File: src/rtl/bus_pkg.sv
// bus_pkg: bus_state phase encoding shared by both ends of the handshake bus
package bus_pkg;
  localparam logic [1:0] BUS_ADDR_HI = 2'd0;
  localparam logic [1:0] BUS_ADDR_LO = 2'd1;
  localparam logic [1:0] BUS_WRITE   = 2'd2;
  localparam logic [1:0] BUS_READ    = 2'd3;
endpackage

File: src/rtl/sync_n.sv
// sync_n: STAGES-deep async-reset synchronizer, resets to 0
module sync_n #(
  parameter int STAGES = 2
) (
  input  logic clk,
  input  logic rst_n,
  input  logic d,
  output logic q
);
  logic [STAGES-1:0] r;
  always_ff @(posedge clk or negedge rst_n)
    if (!rst_n) r <= '0;
    else r <= {r[STAGES-2:0], d};
  assign q = r[STAGES-1];
endmodule

File: src/rtl/bus_target_mem.sv
// bus_target_mem: bus_if handshake responder translating phases into valid/ready memory transactions
module bus_target_mem #(
  parameter int SYNC_STAGES = 2
) (
  input  logic        clk,
  input  logic        rst_n,
  input  logic        bus_req,
  input  logic [1:0]  bus_state,
  input  logic [7:0]  bus_data_in,
  output logic [7:0]  bus_data_out,
  output logic        bus_oe,
  output logic        bus_ack,
  output logic        mem_valid,
  output logic        mem_write,
  output logic [15:0] mem_addr,
  output logic [7:0]  mem_wdata,
  input  logic        mem_ready,
  input  logic [7:0]  mem_rdata,
  output logic        proto_err
);
  import bus_pkg::*;
  typedef enum logic [1:0] {IDLE, DECODE, MEM, ACK} state_t;
  state_t state, state_n;
  logic req_s, addr_ph, seq_bad;
  logic [1:0] ph, expect_ph, expect_n;
  logic [7:0] dat, addr_hi, addr_lo;
  sync_n #(.STAGES(SYNC_STAGES)) u_sync (.clk(clk), .rst_n(rst_n), .d(bus_req), .q(req_s));
  assign addr_ph  = ph == BUS_ADDR_HI || ph == BUS_ADDR_LO;
  assign seq_bad  = !(ph == expect_ph || (expect_ph == BUS_WRITE && ph == BUS_READ));
  assign expect_n = ph == BUS_ADDR_HI ? BUS_ADDR_LO : ph == BUS_ADDR_LO ? BUS_WRITE : BUS_ADDR_HI;
  assign mem_addr = {addr_hi, addr_lo};
  always_ff @(posedge clk or negedge rst_n)
    if (!rst_n) state <= IDLE;
    else state <= state_n;
  // a req drop before ACK still lets the memory side finish, then skips the ack
  always_comb begin
    state_n = state;
    case (state)
      IDLE:    state_n = req_s ? DECODE : IDLE;
      DECODE:  state_n = !addr_ph ? MEM : req_s ? ACK : IDLE;
      MEM:     state_n = !mem_ready ? MEM : req_s ? ACK : IDLE;
      ACK:     state_n = req_s ? ACK : IDLE;
      default: state_n = IDLE;
    endcase
  end
  always_ff @(posedge clk or negedge rst_n)
    if (!rst_n) begin
      ph           <= BUS_ADDR_HI;
      dat          <= '0;
      expect_ph    <= BUS_ADDR_HI;
      addr_hi      <= '0;
      addr_lo      <= '0;
      mem_valid    <= 1'b0;
      mem_write    <= 1'b0;
      mem_wdata    <= '0;
      bus_data_out <= '0;
      bus_ack      <= 1'b0;
      bus_oe       <= 1'b0;
      proto_err    <= 1'b0;
    end else begin
      if (state == IDLE && req_s) begin
        ph  <= bus_state;
        dat <= bus_data_in;
      end
      if (state == DECODE) begin
        expect_ph <= expect_n;
        if (ph == BUS_ADDR_HI) addr_hi <= dat;
        if (ph == BUS_ADDR_LO) addr_lo <= dat;
        if (ph == BUS_WRITE) mem_wdata <= dat;
        if (!addr_ph) begin
          mem_valid <= 1'b1;
          mem_write <= ph == BUS_WRITE;
        end
      end
      if (state == MEM && mem_ready) begin
        mem_valid <= 1'b0;
        if (!mem_write) bus_data_out <= mem_rdata;
      end
      if ((state == DECODE && seq_bad) || ((state == DECODE || state == MEM) && !req_s))
        proto_err <= 1'b1;
      bus_ack <= state_n == ACK;
      bus_oe  <= state_n == ACK && (bus_oe || (state == MEM && !mem_write));
    end
endmodule

File: config.mk
export PLATFORM = sky130hd
export DESIGN_NAME = bus_target_mem
export DESIGN_NICKNAME = d
export VERILOG_FILES = /design/src/rtl/bus_pkg.sv /design/src/rtl/sync_n.sv /design/src/rtl/bus_target_mem.sv
export SDC_FILE = /design/constraint.sdc
export NUM_CORES = 1
export LEC_CHECK = 0
export CORE_MARGIN = 2
export CORE_UTILIZATION = 47
export DETAILED_ROUTE_END_ITERATION = 16
export HOLD_SLACK_MARGIN = 0.1
export PLACE_DENSITY_LB_ADDON = 0.05
export SETUP_SLACK_MARGIN = 0.2
export SLEW_MARGIN = 20
export SYNTH_ARGS = -nofsm -noshare
export SYNTH_HDL_FRONTEND = slang
export SYNTH_SLANG_ARGS = --single-unit
File: constraint.sdc
create_clock -name clk -period 1.8 [get_ports clk]
set_input_delay 0.54 -clock clk [delete_from_list [all_inputs] [get_ports clk]]
set_output_delay 0.54 -clock clk [all_outputs]
set_load 0.005 [all_outputs]
==> Word level (Yosys, flattened, before mapping) <==
Index checks and enable logic that the tools add are counted.
W data, S select, Z words.
{ "totals": {"reg_bits": 53, "output_inout_bits": 37} }
{ "op_classes": {"eq_ne": 10, "mux": 10, "bitwise": 2, "reduce_logical": 24} }
{ "op_table": {"columns": ["operator", "n"], "rows": [
  ["$eq A2 B2 Y1 const B", 6],
  ["$reduce_and A2 Y1", 6],
  ["$mux W2", 5],
  ["$pmux W2 S4", 1],
  ["$logic_and A1 B1 Y1", 7],
  ["$logic_or A1 B1 Y1", 5],
  ["$eq A2 B1 Y1 const B", 2],
  ["$logic_not A2 Y1", 2],
  ["$mux W1", 4],
  ["$logic_not A1 Y1", 3],
  ["$eq A2 B2 Y1", 1],
  ["$ne A2 B1 Y1 const B", 1],
  ["$not A1 Y1", 2],
  ["$reduce_bool A2 Y1", 1]
]} }

==> Depth between registers and ports, before layout <==
{ "logic_depth": {"word_depth": 6, "ltp_mapped": 6} }

==> Cells and area by module <==
From an unflattened synthesis, not the netlist that was laid out.
{ "hier_totals": {"hier_cells": 139, "hier_area_um2": 2110.8} }
{ "by_module_without_submodules": {"columns": ["module", "n_inst", "cells_each", "area_each_um2", "seq_area_each_um2"], "rows": [
  ["bus_target_mem", 1, 137, 2060.7, 1276.2],
  ["sync_n", 1, 2, 50.0, 50.0]
]} }

==> Least setup slack after synthesis <==
OpenSTA, ideal clock, no wires.
{ "synth_path": {"path_kind": "reg2reg", "start": "register state[1]", "end": "register addr_hi[0]", "setup_ns": 0.125, "arrival_time_ns": 1.426, "required_ns": 1.675, "setup_slack_ns": 0.249, "path_stages_with_launch": 6, "cell_sequence": "dfrtp_1 -> inv_1 -> ha_1 -> inv_1 -> nor3_4 -> mux2_2"} }
{ "synth_via": {"elab_chain_cells": 2} }
{ "synth_lines": {"columns": ["element", "line", "source"], "rows": [
  ["from (decl)", "bus_target_mem.sv:23", "state_t state, state_n;"],
  ["from (signal assigned)", "bus_target_mem.sv:34", "else state <= state_n;"],
  ["$eq A2 B1 Y1", "bus_target_mem.sv:65", "if (state == DECODE) begin"],
  ["$reduce_and A2 Y1 (no source line)", null, null],
  ["to (signal assigned)", "bus_target_mem.sv:67", "if (ph == BUS_ADDR_HI) addr_hi <= dat;"],
  ["to (decl)", "bus_target_mem.sv:26", "logic [7:0] dat, addr_hi, addr_lo;"]
]} }
Every way passes these cells.
A chain may end at the register's enable or synchronous reset.

==> Worst setup path after layout <==
{ "layout_path": {"start": "register state[1]", "end": "register mem_wdata[4]"} }
{ "layout_via": {"elab_chain_cells": 2} }
{ "layout_lines": {"columns": ["element", "line", "source"], "rows": [
  ["$eq A2 B1 Y1", "bus_target_mem.sv:65", null],
  ["$reduce_and A2 Y1 (no source line)", null, null],
  ["to (signal assigned)", "bus_target_mem.sv:69", "if (ph == BUS_WRITE) mem_wdata <= dat;"],
  ["to (decl)", "bus_target_mem.sv:16", "output logic [7:0] mem_wdata,"]
]} }
Every way passes these cells.

==> results.md <==
* Met3 routed WL at 273 um
* Initial antenna violation count at 0
* Critical path fanouts, max at 7
* Status: complete, no violations
* Minimum clock period at 1.575 ns
* Synthesized cell area at approximately 2100 um^2
* Top cell type's share of synthesized area at 0.6283
* Clock sink count at 53
* Clock transition at path regs at approximately 0.090 ns
* Gr usage total at 0.1738
* Number of synthesized register bits at 53
* Max VDD drop at a little under 800 uV
* Share of cells above drive strength 1 at 0.3394
* Post-synthesis net count at 166
* LEAKAGE at 1.437 nW
* Detail Route Antenna Nets at 0
* Setup slack at placement at -0.06753 ns
* P&R area growth vs syn at 40.84%
* P per Cell Area at 1600 nW/um^2
* Setup violators final at 0
* Worst EP required at 1.98 ns
* Least-Margin Pin Slew at 0.3594 ns
* Met2 WL at 1914 um
* First-pass GRT wire length at 6817 um
* R2r endpoint: mem_wdata[4]
* Pin count of the biggest net entering global routing at 54
* Die ar. at 5043 um^2
* Reg2reg start: state[1]
* Sequential share of the synthesized area at 0.6283
* Post-Synthesis Cells at 139
* WL per Instance at around 15 um
* Maximum clock rate at between 600 and 700 MHz
* Routed metal-1 wirelength at 1805 um
* Worst path cell trace: inv_2 > ha_4 > nand2_2 > or2_4 > buf_6 > mux2_4
* Die Wd at a little over 70 um
* Highest routed layer: met4
* Final count of pins violating max slew at 0
* Number of I/O pins at 59
* Worst-skew pair later-pin latency at just under 0.3 ns
* Grt ovf at 0
* Detail-routed via count per cell at 4.989
* Top post-synthesis cells by area: dfrtp_1, mux2_2, mux2_4
* Worst R2R Path Depth at 6
* CP endpoint kind: flop
* Routed vias at 1,347
* RSZ-0062 raised after global routing: true
* PortBufs at 58
* Post-Route WL at 4033 um
* Clk root buf: clkbuf_8
* Tcrit/Tclk final at 0.8748
* Core area at 4354 um^2
* Final nets at 245
* Final Hold Viols at 0
* Relative slew slack at 0.7604
* Initial core utilization at 0.4848
* Synth unique cells at 21
* Finished Core Util at 0.6828
* Setup CP Type: flop to flop
* Diodes inserted at 0
* CP Launch Type: flop
* Slowest cell on crit path: dfrtp_1
* Worst EP arrival at 1.76 ns
* H-tree depth at 2
* HPWL after DPL at 2737 um
* # rows at 24
* Vias in the first global route at between 1,000 and 1,500
* CTS tree: yes
* Avg Cell Area, Syn at between 15 and 20 um^2
* Fin Setup TNS at 0 ns
* TritonRoute pass-1 iters at 4
* Worst setup margin at roughly 0.23 ns
* Die height at 71.02 um
* Total Power at around 4.8 mW
* Hold WC Path Type: input pin to asynchronous set/reset pin
* Yosys Warn Count at 0
* RePlAce Congestion at between 0.7 and 0.8
* Max incr delay on CP at 0.41 ns
* Clock buffer depth at 2
* Initial drt markers at between 50 and 60
* Skew final at between 0.004 and 0.005 ns
* Max Cap Viol at 0
* R2R Setup Slk at between 0.2 and 0.25 ns
* DR DRC count at 0
* CTS buffer count at 5
* Top cell type by total area after synthesis: dfrtp_1
==> sequential cells by signal, indices dropped and copies added (netlist names) <==
register      flops
u_sync.r          2
addr_lo           8
mem_wdata         8
bus_oe            1
bus_ack           1
proto_err         1
mem_valid         1
dat               8
state             2
mem_write         1
expect_ph         2
bus_data_out      8
addr_hi           8
ph                2
==> worst max-delay path, delay by kind of cell, from the launching register on <==
| family | cells | cell delay [ns] |
|---|---|---|
| simple gates | 2 | 0.35 |
| buf+inv | 2 | 0.24 |
| mux | 1 | 0.29 |
| fa+ha+maj | 1 | 0.17 |
| flops | 1 | 0.41 |
==> report_power, final <==
| group | internal [mW] | switching [mW] | leakage (nW) |
|---|---|---|---|
| sequential | 1.74 | 0.370 | 0.636 |
| clock | 0.306 | 0.351 | 0.0443 |
| combinational | 1.29 | 0.704 | 0.757 |
| total | 3.33 | 1.43 | 1.44 |
==> cells in the mapped netlist <==
cell and n:
dfrtp_1 53, nor2b_1 2, a21oi_1 4, o21ai_0 5, nand2_1 6, inv_1 7
mux2_4 8, nand2_2 1, buf_6 2, a31oi_1 1, and2b_2 1, nor4_1 2
nor3_4 1, nor3_1 2, mux2_2 34, ha_1 5, a21o_1 1, and2_1 1
nor2_1 1, nand2b_1 1, or2_1 1
==> cell families (layout without fill, tap and decap cells) <==
| family | after synthesis | after routing | synth area share |
|---|---|---|---|
| AND/OR/NAND/NOR | 19 | 19 | 0.05276 |
| multiplexers | 42 | 42 | 0.2383 |
| AO/OA/AOI/OAI | 11 | 11 | 0.02786 |
| buffers and inverters | 9 | 88 | 0.02312 |
| flip-flops | 53 | 53 | 0.6283 |
| adder cells (fa/ha/maj) | 5 | 5 | 0.02964 |
==> metal layers <==
metal  up-vias  track usage
li1        635            -
met1       662       0.2457
met2        45       0.2648
met3         5      0.04986
met4         0      0.05031
met5         -            0
==> cells in the final DEF (no fill, tap or decap) <==
cell type,Yosys,final
nor3_1,2,1
nand2_4,0,1
clkbuf_1,0,1
o21ai_0,5,5
a31oi_1,1,1
ha_1,5,4
inv_2,0,1
a21oi_1,4,4
a21o_1,1,1
nand2_1,6,4
nor3_2,0,1
dlymetal6s2s_1,0,2
buf_6,2,2
inv_1,7,6
nor3_4,1,1
clkdlybuf4s50_1,0,20
nor4_1,2,2
nand2_8,0,1
buf_4,0,12
mux2_2,34,34
dfrtp_1,53,53
nor2b_1,2,2
mux2_4,8,8
dlygate4sd2_1,0,35
and2_1,1,1
nor2_1,1,1
or2_4,0,1
clkbuf_8,0,6
nand2b_1,1,1
ha_4,0,1
buf_12,0,2
and2b_2,1,1
nand2_2,1,1
buf_2,0,1
==> layout make-up <==
| cell class | count | area, um^2 |
|---|---|---|
| Sequential cell | 53 | 1326 |
| Tap cell | 52 | 65.06 |
| Fill cell | 334 | 1381 |
| Clock buffer | 7 | 86.33 |
| Inverter | 7 | 26.28 |
| Timing Repair Buffer | 74 | 689.4 |
| Multi-Input combinational cell | 77 | 779.5 |
==> worst max-delay path by stage <==
stage / from / to / slack, ns
after floorplan: state[1] / addr_hi[0] / 0.25
after global placement: mem_ready / bus_data_out[3] / -0.04
final: state[1] / mem_wdata[4] / 0.23
after CTS: mem_write / mem_write / 0.09
after global routing: state[1] / mem_wdata[4] / 0.16
after detailed placement: mem_ready / bus_data_out[3] / -0.07
==> stage by stage <==
stage / hold slack [ns] / instances / area [um^2]
2_1_floorplan: 0.2444 / 139 / 2111
3_3_place_gp: 0.3323 / 253 / 2799
3_5_place_dp: 0.3362 / 253 / 2799
4_1_cts: 0.2298 / 266 / 2907
5_1_grt: 0.2433 / 270 / 2973
6_report: 0.2198 / 270 / 2973
==> repair_timing <==
item / 4_1_cts / 5_1_grt
buffers inserted: 6 / 4
endpoints found under the setup margin: 69 / 36
hold buffers: 0 / 0
hold endpoints to repair: 0 / 0
pin swaps: 0 / 1
cloned: 0 / 0
resized for setup: 40 / 9
Note: power is estimated with default switching activity, not from simulation.
